==> config.mk <==
export PLATFORM = sky130hd
export DESIGN_NAME = serial_packet_receiver
export DESIGN_NICKNAME = d
export VERILOG_FILES = /design/src/rtl/nextasic_link_pkg.sv /design/src/rtl/packet_hold_reg.sv /design/src/rtl/serial_packet_receiver.sv
export SDC_FILE = /design/constraint.sdc
export NUM_CORES = 1
export LEC_CHECK = 0
export BUFFER_PORTS_ARGS = -buffer_cell sky130_fd_sc_hd__buf_2
export CORE_ASPECT_RATIO = 0.9
export CORE_MARGIN = 4
export CORE_UTILIZATION = 50
export CTS_BUF_LIST = sky130_fd_sc_hd__clkbuf_16
export DETAILED_ROUTE_END_ITERATION = 7
export PLACE_DENSITY = 0.74
export SYNTH_ARGS = -nofsm -noshare
export SYNTH_HDL_FRONTEND = slang
export SYNTH_SLANG_ARGS = --single-unit
export TNS_END_PERCENT = 100
==> constraint.sdc <==
create_clock -name clk -period 6.16 [get_ports clk]
set_clock_uncertainty 0.2 [all_clocks]
set_input_delay 0.308 -clock clk [delete_from_list [all_inputs] [get_ports clk]]
set_output_delay 0.308 -clock clk [all_outputs]
set_load 0.01 [all_outputs]
==> src/rtl/nextasic_link_pkg.sv <==
// Shared definitions for the NeXT peripheral serial link (sender and receiver sides).
package nextasic_link_pkg;

  localparam int PACKET_W = 40;
  localparam int FRAME_W  = PACKET_W + 1;
  localparam int GAP_BITS = 3;

  typedef enum logic [1:0] {
    IDLE  = 2'd0,
    SHIFT = 2'd1,
    GAP   = 2'd2
  } rx_state_t;

  localparam logic [PACKET_W-1:0] AUDIO_REQ_PKT      = 40'h0700000000;
  localparam logic [PACKET_W-1:0] AUDIO_UNDERRUN_PKT = 40'h0f00000000;

endpackage

==> src/rtl/packet_hold_reg.sv <==
// One-entry valid/ready holding register with overrun detection.
// Handshake: data transfers out when valid & ready are both high at posedge;
// data is held stable while valid is high and not popped.
module packet_hold_reg #(
  parameter int W = 40
) (
  input  logic         clk,
  input  logic         rst,
  input  logic         i_push,
  input  logic [W-1:0] i_push_data,
  input  logic         i_ready,
  output logic [W-1:0] o_data,
  output logic         o_valid,
  output logic         o_overrun
);
  import nextasic_link_pkg::*;

  logic [W-1:0] r_data;
  logic         r_valid;
  logic         r_overrun;

  // Load on push when empty or popping; a push into a full, unpopped entry is dropped and flagged.
  always_ff @(posedge clk or posedge rst) begin
    if (rst) begin
      r_data    <= '0;
      r_valid   <= 1'b0;
      r_overrun <= 1'b0;
    end else begin
      r_overrun <= 1'b0;
      if (i_push) begin
        if (!r_valid || i_ready) begin
          r_data  <= i_push_data;
          r_valid <= 1'b1;
        end else begin
          r_overrun <= 1'b1;
        end
      end else if (r_valid && i_ready) begin
        r_valid <= 1'b0;
      end
    end
  end

  assign o_data    = r_data;
  assign o_valid   = r_valid;
  assign o_overrun = r_overrun;

endmodule

==> src/rtl/serial_packet_receiver.sv <==
// Receive-side deserializer for the NeXT peripheral serial link.
// Frame: start bit (1), PACKET_W data bits MSB first, then at least GAP_BITS zeros.
// The completed word is handed to a one-entry holding register one clock after
// the last data bit is sampled.
module serial_packet_receiver #(
  parameter int PACKET_W = nextasic_link_pkg::PACKET_W,
  parameter int GAP_BITS = nextasic_link_pkg::GAP_BITS
) (
  input  logic                clk,
  input  logic                rst,
  input  logic                sin,
  output logic [PACKET_W-1:0] out_data,
  output logic                out_valid,
  input  logic                out_ready,
  output logic                framing_error,
  output logic                overrun,
  output logic                busy,
  output logic [1:0]          o_dbg_state
);
  import nextasic_link_pkg::*;

  localparam int BW = $clog2(PACKET_W);
  localparam int GW = $clog2(GAP_BITS + 1);
  localparam logic [BW-1:0] BIT_LAST = BW'(PACKET_W - 1);
  localparam logic [GW-1:0] GAP_LAST = GW'(GAP_BITS - 1);

  rx_state_t           r_state;
  rx_state_t           w_next_state;
  logic [PACKET_W-1:0] r_shift;
  logic [BW-1:0]       r_bit_cnt;
  logic [GW-1:0]       r_gap_cnt;
  logic                r_push;
  logic                r_framing_error;
  logic                w_last_bit;
  logic                w_gap_violation;

  // Next-state logic: start bit opens a frame, last data bit enters the gap, a clean gap returns to idle.
  always_comb begin
    w_next_state    = r_state;
    w_last_bit      = 1'b0;
    w_gap_violation = 1'b0;
    case (r_state)
      IDLE: begin
        if (sin) w_next_state = SHIFT;
      end
      SHIFT: begin
        if (r_bit_cnt == BIT_LAST) begin
          w_last_bit   = 1'b1;
          w_next_state = GAP;
        end
      end
      GAP: begin
        if (sin) begin
          w_gap_violation = 1'b1;
        end else if (r_gap_cnt == GAP_LAST) begin
          w_next_state = IDLE;
        end
      end
      default: w_next_state = IDLE;
    endcase
  end

  // State register.
  always_ff @(posedge clk or posedge rst) begin
    if (rst) r_state <= IDLE;
    else     r_state <= w_next_state;
  end

  // Shift register, bit/gap counters, and the registered push and error pulses.
  always_ff @(posedge clk or posedge rst) begin
    if (rst) begin
      r_shift         <= '0;
      r_bit_cnt       <= '0;
      r_gap_cnt       <= '0;
      r_push          <= 1'b0;
      r_framing_error <= 1'b0;
    end else begin
      // The full word sits in r_shift after the last data bit, so pushing
      // one clock later presents it to the holding register unchanged.
      r_push          <= w_last_bit;
      r_framing_error <= w_gap_violation;
      case (r_state)
        IDLE: begin
          r_bit_cnt <= '0;
          r_gap_cnt <= '0;
        end
        SHIFT: begin
          r_shift   <= {r_shift[PACKET_W-2:0], sin};
          r_bit_cnt <= r_bit_cnt + BW'(1);
          r_gap_cnt <= '0;
        end
        GAP: begin
          // An early one restarts the zero count; the receiver only
          // resynchronises after GAP_BITS consecutive zeros.
          if (sin || (r_gap_cnt == GAP_LAST)) r_gap_cnt <= '0;
          else                                r_gap_cnt <= r_gap_cnt + GW'(1);
        end
        default: begin
          r_bit_cnt <= '0;
          r_gap_cnt <= '0;
        end
      endcase
    end
  end

  packet_hold_reg #(
    .W(PACKET_W)
  ) u_hold (
    .clk         (clk),
    .rst         (rst),
    .i_push      (r_push),
    .i_push_data (r_shift),
    .i_ready     (out_ready),
    .o_data      (out_data),
    .o_valid     (out_valid),
    .o_overrun   (overrun)
  );

  assign framing_error = r_framing_error;
  assign busy          = (r_state != IDLE);
  assign o_dbg_state   = r_state;

endmodule

==> impl_metrics.env, run 1 <==
export IMPL_vias=2291
export IMPL_port_buffers=49
export IMPL_syn_area_per_cell_sq_um=11.42
export IMPL_crit_path_end_kind="register"
export IMPL_grt_max_degree=95
export IMPL_pwr_share_clk=0.313
export IMPL_crit_path_start_kind="register"
export IMPL_required_ns=6.21
export IMPL_rsz0062_at_grt="false"
export IMPL_power_density_nw_per_um2=489.8
export IMPL_antenna_found_initial=0
export IMPL_ir_drop_mv=0.2825
export IMPL_dp_slack_ns=4.018
export IMPL_cts_max_level=3
export IMPL_crit_family="simple AND/OR/NAND/NOR gates"
export IMPL_post_route_min_period_ns=2.128
export IMPL_wl_per_cell_um=13.89
export IMPL_fmax_mhz=469.9
export IMPL_clock_latency_ns=0.33
export IMPL_max_slew_margin_rel=0.2374
export IMPL_clockBufferDepth=2
export IMPL_yosysSeqAreaShare=0.6562
export IMPL_power_frac_seq=0.476
export IMPL_syn_nets=320
export IMPL_final_cell_mix="nand2_1 (127), dfrtp_1 (94), buf_2 (49)"
export IMPL_total_power_w=0.002090
export IMPL_clock_sinks=94
export IMPL_slowest_delay_ns=0.67
export IMPL_drv_slew=0
export IMPL_worst_setup_path_type="register to register"
export IMPL_routed_wl_um=6376
export IMPL_hp_class="primary input to register"
export IMPL_maxCapViolations=0
export IMPL_arrival_ns=2.18
export IMPL_synth_top_area_cell="dfrtp_1"
export IMPL_layout_commonest_cell="nand2_1"
export IMPL_power_switching_w=0.0006293
export IMPL_yosys_warnings=0
export IMPL_n_antenna_cell=0
export IMPL_critical_path_max_fanout=46
export IMPL_syn2layout_area_growth_pct=19.06
export IMPL_synth_area_sq_um=3585
export IMPL_grt_usage=0.1630
export IMPL_drc=0
export IMPL_die_w_um=97.25
export IMPL_finalHoldViolCount=0
export IMPL_synth_area_leaders="dfrtp_1 (66%), nand2_1 (13%), mux2_2 (13%)"
export IMPL_chipHeight_um=88.33
export IMPL_clk_pin_slew_ns=0.06
export IMPL_drive_gt1_frac=0.3005
export IMPL_power_leakage_nw=2.326
export IMPL_crit_slowest_cell="or4_1"
export IMPL_grt_overflow_total=0
export IMPL_path_buf_inv=0
export IMPL_switching_share=0.3010
export IMPL_setup_viol=0
export IMPL_worst_slack_ns=4.032
export IMPL_tightest_slew_ns=1.144
export IMPL_finalCritPeriodShare=0.3455
export IMPL_ant_nets=0
export IMPL_grt_pass1_vias=2365
export IMPL_design_die_area_sq_um=8590
export IMPL_avgViaCountPerCell=4.991
export IMPL_io_pins=50
export IMPL_cts_buffers_inserted=9
export IMPL_setup_tns_final_ns=0
export IMPL_internal_power_w=0.001461
export IMPL_power_frac_comb=0.211
export IMPL_fin_nets=368
export IMPL_synthCells=314
export IMPL_cts_tree="done"
export IMPL_synth_distinct_cells=25
export IMPL_start_util=0.5119
export IMPL_synth_top_area_frac=0.6562
export IMPL_grt_first_pass_wirelength_um=11100
export IMPL_ctsResizeCount=0
export IMPL_synth_seq_cells=94
export IMPL_status="completed"
export IMPL_core_area_sq_um=7003
export IMPL_drt_iter0_drc=136
export IMPL_dpl_hpwl_um=3904
export IMPL_drt_first_pass_iters=4
export IMPL_path_cells="nand2b_2, or4_1, o21ai_0"
export IMPL_place_congestion=0.7124
export IMPL_cts_root_buf="clkbuf_16"
export IMPL_fp_row_count=29
-- cell type report --
type / instances / area, sq um
Timing Repair Buffer: 51 / 262.8
Clock inverter: 6 / 135.1
Tap cell: 93 / 116.4
Fill cell: 574 / 2735
Sequential cell: 94 / 2352
Multi-Input combinational cell: 202 / 1160
Clock buffer: 9 / 225.2
Inverter: 4 / 16.27
-- Yosys cell counts --
| cell type | n |
|---|---|
| nand2_1 | 128 |
| dfrtp_1 | 94 |
| mux2_2 | 40 |
| buf_2 | 8 |
| clkbuf_1 | 5 |
| nor2_1 | 5 |
| o21ai_0 | 5 |
| inv_1 | 4 |
| nor2b_1 | 3 |
| ha_1 | 2 |
| nand2b_1 | 2 |
| nand3_1 | 2 |
| nor4_1 | 2 |
| o22ai_1 | 2 |
| xor2_1 | 2 |
| a22o_1 | 1 |
| and2_1 | 1 |
| buf_6 | 1 |
| nand4_1 | 1 |
| nor3_1 | 1 |
| o21a_1 | 1 |
| or2_2 | 1 |
| or2b_1 | 1 |
| or4_1 | 1 |
| xnor2_1 | 1 |
-- worst register-to-register path: cells and delay by family (launching register included) --
kind	cells	cell delay [ns]
flops	1	0.47
compound gates	1	0.08
simple gates	2	1.31
-- stage by stage --
stage | util | cells | instance area (sq um) | hold WS (ns)
after floorplan | - | 314 | 3585 | 0.1790
after global placement | 0.5565 | 443 | 3897 | 0.2206
after detailed placement | 0.5565 | 443 | 3897 | 0.2278
after CTS | 0.6094 | 459 | 4268 | 0.07326
after global routing | 0.6094 | 459 | 4268 | 0.09965
final | 0.6094 | 459 | 4268 | 0.08647
-- worst paths after layout --
check,depth (start not counted),from,end,slack (ns)
setup / recovery,3,o_dbg_state[1],r_bit_cnt[5],4.03
hold / removal,3,out_ready,u_hold.o_overrun,0.09
setup reg to reg,3,o_dbg_state[1],r_bit_cnt[5],4.03
hold reg to reg,1,r_gap_cnt[0],r_gap_cnt[0],0.23
max in group asynchronous,3,rst,r_shift[3],4.90
min in group asynchronous,3,rst,r_shift[20],0.12
-- sequential cells by signal, indices dropped and copies added, names as in the netlist --
register / cells
r_shift: 40
u_hold.o_data: 40
r_bit_cnt: 6
o_dbg_state: 2
r_gap_cnt: 2
framing_error: 1
r_push: 1
u_hold.o_overrun: 1
u_hold.o_valid: 1
-- metal layers --
metal,track usage,part of all wire,vias to the layer above
met2,0.2650,0.48,38
met4,0.05157,0.011,0
met3,0.05989,0.045,5
met5,0,0,-
li1,-,-,1099
met1,0.2082,0.46,1149
-- power groups by stage --
stage	registers (W)	clock network (W)	logic, W
after floorplan	0.000986	0	0.000297
after global placement	0.000991	0	0.000419
after detailed placement	0.000999	0	0.000446
after CTS	0.000995	0.000669	0.000454
after global routing	0.00102	0.000698	0.000511
final	0.000994	0.000655	0.000441
-- repair_timing --
item | in CTS | in global routing
endpoints found under the hold margin | 1 | 0
hold buffers | 1 | 0
setup endpoints to repair | 0 | 0
setup buffers | 0 | 0
-- logic make-up after synthesis --
group	share of synthesized area
simple gates	0.1651
flops	0.6562
mux	0.1257
buf+inv	0.02373
compound gates	0.01501
xor+xnor	0.007331
fa+ha+maj	0.006980
Power figures use the tool's default switching activity.
==> run 2: changes to the inputs <==
Settings changed: ABC_AREA set to 1.
Clock period 6.16 ns to 2.1 ns, I/O delays scaled along.
==> impl_metrics.env, run 2 <==
export IMPL_synth_area_leaders="dfrtp_1 (64%), nand2_1 (9.9%), o21ai_1 (5.3%)"
export IMPL_finalCritPeriodShare=0.7939
export IMPL_maxCapViolations=0
export IMPL_rsz0062_at_grt="false"
export IMPL_port_buffers=49
export IMPL_crit_path_end_kind="register"
export IMPL_synth_area_sq_um=3664
export IMPL_cts_buffers_inserted=9
export IMPL_switching_share=0.3270
export IMPL_drt_first_pass_iters=4
export IMPL_clock_latency_ns=0.33
export IMPL_drive_gt1_frac=0.2099
export IMPL_async_reset_ff_frac=1.000
export IMPL_place_congestion=0.7207
export IMPL_wl_per_cell_um=13.00
export IMPL_synth_top_area_frac=0.6421
export IMPL_drc=0
export IMPL_io_pins=50
export IMPL_grt_max_degree=80
export IMPL_worst_setup_path_type="primary input to register"
export IMPL_synth_seq_cells=94
export IMPL_clock_sinks=94
export IMPL_critical_path_max_fanout=79
export IMPL_ant_nets=0
export IMPL_total_power_w=0.005682
export IMPL_crit_path_start_kind="primary input"
export IMPL_drt_iter0_drc=123
export IMPL_synth_commonest_cells="nand2_1 (97), dfrtp_1 (94), inv_1 (48)"
export IMPL_grt_first_pass_wirelength_um=11420
export IMPL_synthCells=368
export IMPL_fillers=586
export IMPL_antenna_found_initial=0
export IMPL_routed_wl_um=6720
export IMPL_yosys_warnings=0
export IMPL_design_die_area_sq_um=8763
export IMPL_arrival_ns=1.64
export IMPL_internal_power_w=0.003824
export IMPL_syn_area_per_cell_sq_um=9.955
export IMPL_setup_tns_final_ns=0
export IMPL_fp_row_count=29
export IMPL_layout_commonest_cell="nand2_1"
export IMPL_ys_flop_type="dfrtp_1"
export IMPL_synth_edf_count=0
export IMPL_drv_slew=0
export IMPL_clockBufferDepth=2
export IMPL_status="completed"
export IMPL_final_seq_area_sq_um=2352
export IMPL_synth_most_common_cell="nand2_1"
export IMPL_yosysSeqAreaShare=0.6421
export IMPL_syn_nets=374
export IMPL_cts_max_level=3
export IMPL_multiInputGateArea_sq_um=983.4
export IMPL_dp_slack_ns=0.5274
export IMPL_setup_viol=0
export IMPL_r2r_setup_slack_ns=0.52
export IMPL_power_density_nw_per_um2=1327
export IMPL_clk_pin_slew_ns=0.06
export IMPL_utilization=0.6050
export IMPL_cts_root_buf="clkbuf_16"
export IMPL_hold_buffers=3
export IMPL_post_cts_setup_buffers=0
export IMPL_die_w_um=98.23
export IMPL_power_leakage_nw=2.168
export IMPL_dpl_hpwl_um=4399
export IMPL_cts_tree="done"
export IMPL_start_util=0.5178
export IMPL_hp_class="primary input to async pin"
export IMPL_chipHeight_um=89.21
export IMPL_syn2layout_area_growth_pct=16.84
export IMPL_holdWs_ns=0.2040
export IMPL_vias=2471
export IMPL_grt_usage=0.1663
export IMPL_power_switching_w=0.001858
export IMPL_synth_distinct_cells=23
export IMPL_n_antenna_cell=0
export IMPL_finalHoldViolCount=0
export IMPL_final_cell_mix="nand2_1 (97), dfrtp_1 (94), inv_1 (49), buf_2 (49), o21ai_1 (39)"
export IMPL_avgViaCountPerCell=4.779
export IMPL_power_frac_comb=0.251
export IMPL_worst_slack_ns=0.4328
export IMPL_post_route_min_period_ns=1.667
export IMPL_grt_pass1_vias=2356
export IMPL_ir_drop_mv=0.5459
export IMPL_tightest_slew_ns=0.6912
export IMPL_power_frac_seq=0.473
export IMPL_synth_top_area_cell="dfrtp_1"
export IMPL_fin_nets=425
export IMPL_max_slew_margin_rel=0.5392
export IMPL_required_ns=2.07
export IMPL_grt_overflow_total=0
export IMPL_pwr_share_clk=0.276
export IMPL_core_area_sq_um=7076
export IMPL_ctsResizeCount=0
export IMPL_fmax_mhz=599.8
## run 2: area by class of cell
class / count / share of cell area
clock buffers: 9 / 0.05262
clock inverters: 7 / 0.01549
inverters: 52 / 0.04648
multi-input cells: 205 / 0.2298
flip-flops and latches: 94 / 0.5495
well taps: 93 / 0.02719
repair buffers: 57 / 0.07892
## run 2: path summary, 6_finish.rpt
kind	startpoint	to	cells after the start
max in group asynchronous	rst	u_hold.o_data[0]	4
setup / recovery	out_ready	u_hold.o_data[29]	6
hold reg to reg	r_gap_cnt[0]	r_gap_cnt[0]	1
min in group clk	r_gap_cnt[0]	r_gap_cnt[0]	1
setup reg to reg	u_hold.o_valid	u_hold.o_data[29]	3
hold / removal	rst	u_hold.o_data[38]	3
## run 2: cells by family after synthesis
group,count (synthesis),synth area share
AO/OA/AOI/OAI,87,0.1346
adder cells (fa/ha/maj),2,0.006830
buffers and inverters,69,0.08948
flip-flops,94,0.6421
AND/OR/NAND/NOR,116,0.1271
## run 2: metrics by stage
| step | instance area (sq um) | std cells |
|---|---|---|
| final | 4280 | 517 |
| after global routing | 4280 | 517 |
| after CTS | 4280 | 517 |
| after detailed placement | 3959 | 498 |
| after global placement | 3959 | 498 |
| after floorplan | 3667 | 368 |
## run 2: worst max-delay path: stages
cell and delay, ns:
dlygate4sd3_1 0.53, buf_2 0.12, inv_1 0.05, nand2_2 0.08, nand2_4 0.52, o21ai_0 0.21
## run 2: per-layer routing
metal  track usage  vias to the layer above  wire length (um)
met1        0.2349                     1155              3148
met3       0.04290                       11               331
li1              -                     1253                 -
met4       0.06328                        0               107
met2        0.2522                       52              3132
met5             0                        -                 0
## run 2: power by group through the flow
| stage | Clock [W] | Combinational, W | Sequential [W] |
|---|---|---|---|
| floorplan | 0 | 0.00104 | 0.00272 |
| global placement | 0 | 0.00136 | 0.00268 |
| detailed placement | 0 | 0.00142 | 0.00271 |
| CTS | 0.00160 | 0.00145 | 0.00269 |
| global route | 0.00168 | 0.00164 | 0.00276 |
| finish | 0.00157 | 0.00143 | 0.00269 |
==> run 3: changes to the inputs <==
Settings changed: PLACE_DENSITY 0.74 to 0.77.
Clock period 2.1 ns to 1.3 ns, I/O delays scaled along.
==> impl_metrics.env, run 3 (synthesis gave the netlist of run 2 again) <==
export IMPL_drt_iter0_drc=168
export IMPL_utilization=0.6386
export IMPL_hp_class="primary input to async pin"
export IMPL_cts_tree="done"
export IMPL_power_leakage_nw=2.259
export IMPL_drt_first_pass_iters=6
export IMPL_drc=0
export IMPL_clk_pin_slew_ns=0.07
export IMPL_worst_setup_path_type="register to register"
export IMPL_finalCritPeriodShare=1.024
export IMPL_grt_overflow_total=0
export IMPL_power_frac_comb=0.275
export IMPL_power_switching_w=0.003131
export IMPL_crit_path_end_kind="register"
export IMPL_fmax_mhz=751.3
export IMPL_antenna_found_initial=0
export IMPL_ir_drop_mv=1.034
export IMPL_dpl_hpwl_um=4240
export IMPL_switching_share=0.3285
export IMPL_grt_usage=0.1606
export IMPL_start_util=0.5178
export IMPL_chipHeight_um=89.21
export IMPL_required_ns=1.37
export IMPL_drive_gt1_frac=0.2656
export IMPL_tightest_slew_ns=0.4852
export IMPL_power_frac_seq=0.454
export IMPL_cts_buffers_inserted=9
export IMPL_core_area_sq_um=7076
export IMPL_io_pins=50
export IMPL_instances_no_fill=526
export IMPL_grt_first_pass_wirelength_um=11150
export IMPL_place_congestion=0.8211
export IMPL_avgViaCountPerCell=4.907
export IMPL_design_die_area_sq_um=8763
export IMPL_cts_max_level=3
export IMPL_layout_commonest_cell="dfrtp_1"
export IMPL_die_w_um=98.23
export IMPL_port_buffers=49
export IMPL_status="finished, violations left"
export IMPL_final_cell_mix="dfrtp_1 (93), nand2_1 (89), o21ai_1 (60)"
export IMPL_grt_pass1_vias=2388
export IMPL_clockBufferDepth=2
export IMPL_post_route_min_period_ns=1.331
export IMPL_drv_slew=0
export IMPL_critical_path_max_fanout=3
export IMPL_vias=2581
export IMPL_clock_sinks=94
export IMPL_n_antenna_cell=0
export IMPL_pwr_share_clk=0.271
export IMPL_arrival_ns=1.40
export IMPL_rsz0062_at_grt="true"
export IMPL_routed_wl_um=6787
export IMPL_syn2layout_area_growth_pct=23.33
export IMPL_maxCapViolations=0
export IMPL_internal_power_w=0.006400
export IMPL_violations="negative setup slack"
export IMPL_setup_viol=3
export IMPL_power_density_nw_per_um2=2110
export IMPL_ant_nets=0
export IMPL_worst_slack_ns=-0.03111
export IMPL_place_inst=501
export IMPL_total_power_w=0.009531
export IMPL_cts_root_buf="clkbuf_16"
export IMPL_finalHoldViolCount=0
export IMPL_max_slew_margin_rel=0.6766
export IMPL_grt_max_degree=95
export IMPL_crit_path_start_kind="register"
export IMPL_wl_per_cell_um=12.90
export IMPL_fin_nets=434
export IMPL_fp_row_count=29
export IMPL_clock_latency_ns=0.33
[run 3: cell types whose count changed in the layout (fill, tap and decap cells not counted), sizes merged]
cell      change
clkinv        +1
buf           +6
clkbuf        +3
clkinvlp      +1
inv           -2
[run 3: cell type report]
cell class                 instances  area (sq um)
tap                               93         116.4
fill                             590          2557
clock buffer                       9         225.2
clock inverter                     7         75.07
inverter                          52         201.4
sequential                        94          2354
timing repair buffer              66         508.0
multi-input combinational        205          1039
[run 3: path summary, 6_finish.rpt]
check / start / end / slack (ns) / cells after the start
setup / recovery: r_bit_cnt[1] / r_push / -0.03 / 6
hold / removal: rst / u_hold.o_data[16] / 0.21 / 4
setup reg to reg: r_bit_cnt[1] / r_push / -0.03 / 6
hold reg to reg: r_gap_cnt[0] / r_gap_cnt[0] / 0.24 / 1
max in group asynchronous: rst / o_dbg_state[0] / 0.30 / 4
min in group clk: r_gap_cnt[0] / r_gap_cnt[0] / 0.24 / 1
[run 3: repair_timing]
item	CTS	global route
endpoints found under the hold margin	103	0
hold buffers	3	0
setup endpoints to repair	6	58
pin swaps	0	3
setup buffers	0	3
gates resized for setup	1	40
cloned	0	3
[run 3: stage by stage]
| step | setup TNS (ns) | area (sq um) | worst slack [ns] | hold WS (ns) |
|---|---|---|---|---|
| 5_1_grt | -1.559 | 4518 | -0.1035 | 0.2558 |
| 3_3_place_gp | 0 | 4036 | 0.03487 | 0.04291 |
| 4_1_cts | -0.06027 | 4368 | -0.03209 | 0.2313 |
| 6_report | -0.07024 | 4518 | -0.03111 | 0.2128 |
| 3_5_place_dp | -0.06993 | 4036 | -0.03318 | 0.05031 |
| 2_1_floorplan | -6.644 | 3667 | -0.07068 | -0.06397 |
[run 3: power groups by stage]
stage | Clock, W | Sequential, W | Combinational, W
after floorplan | 0 | 0.00439 | 0.00168
after global placement | 0 | 0.00430 | 0.00240
after detailed placement | 0 | 0.00435 | 0.00251
after CTS | 0.00264 | 0.00430 | 0.00254
after global routing | 0.00276 | 0.00444 | 0.00298
final | 0.00258 | 0.00433 | 0.00262
[run 3: critical path, cell delays in order, from the launching register on]
cell and delay [ns]:
dfrtp_1 0.37, ha_2 0.21, nand2_2 0.08, inv_4 0.07
nand4_1 0.12, buf_4 0.17, nor2_2 0.06
[run 3: layer usage]
layer  part of all wire  up-vias  track usage
met5                  0        -            0
met4             0.0056        0      0.04839
met3              0.053        4      0.06084
met2               0.48       57       0.2621
met1               0.46     1230       0.2035
li1                   -     1290            -
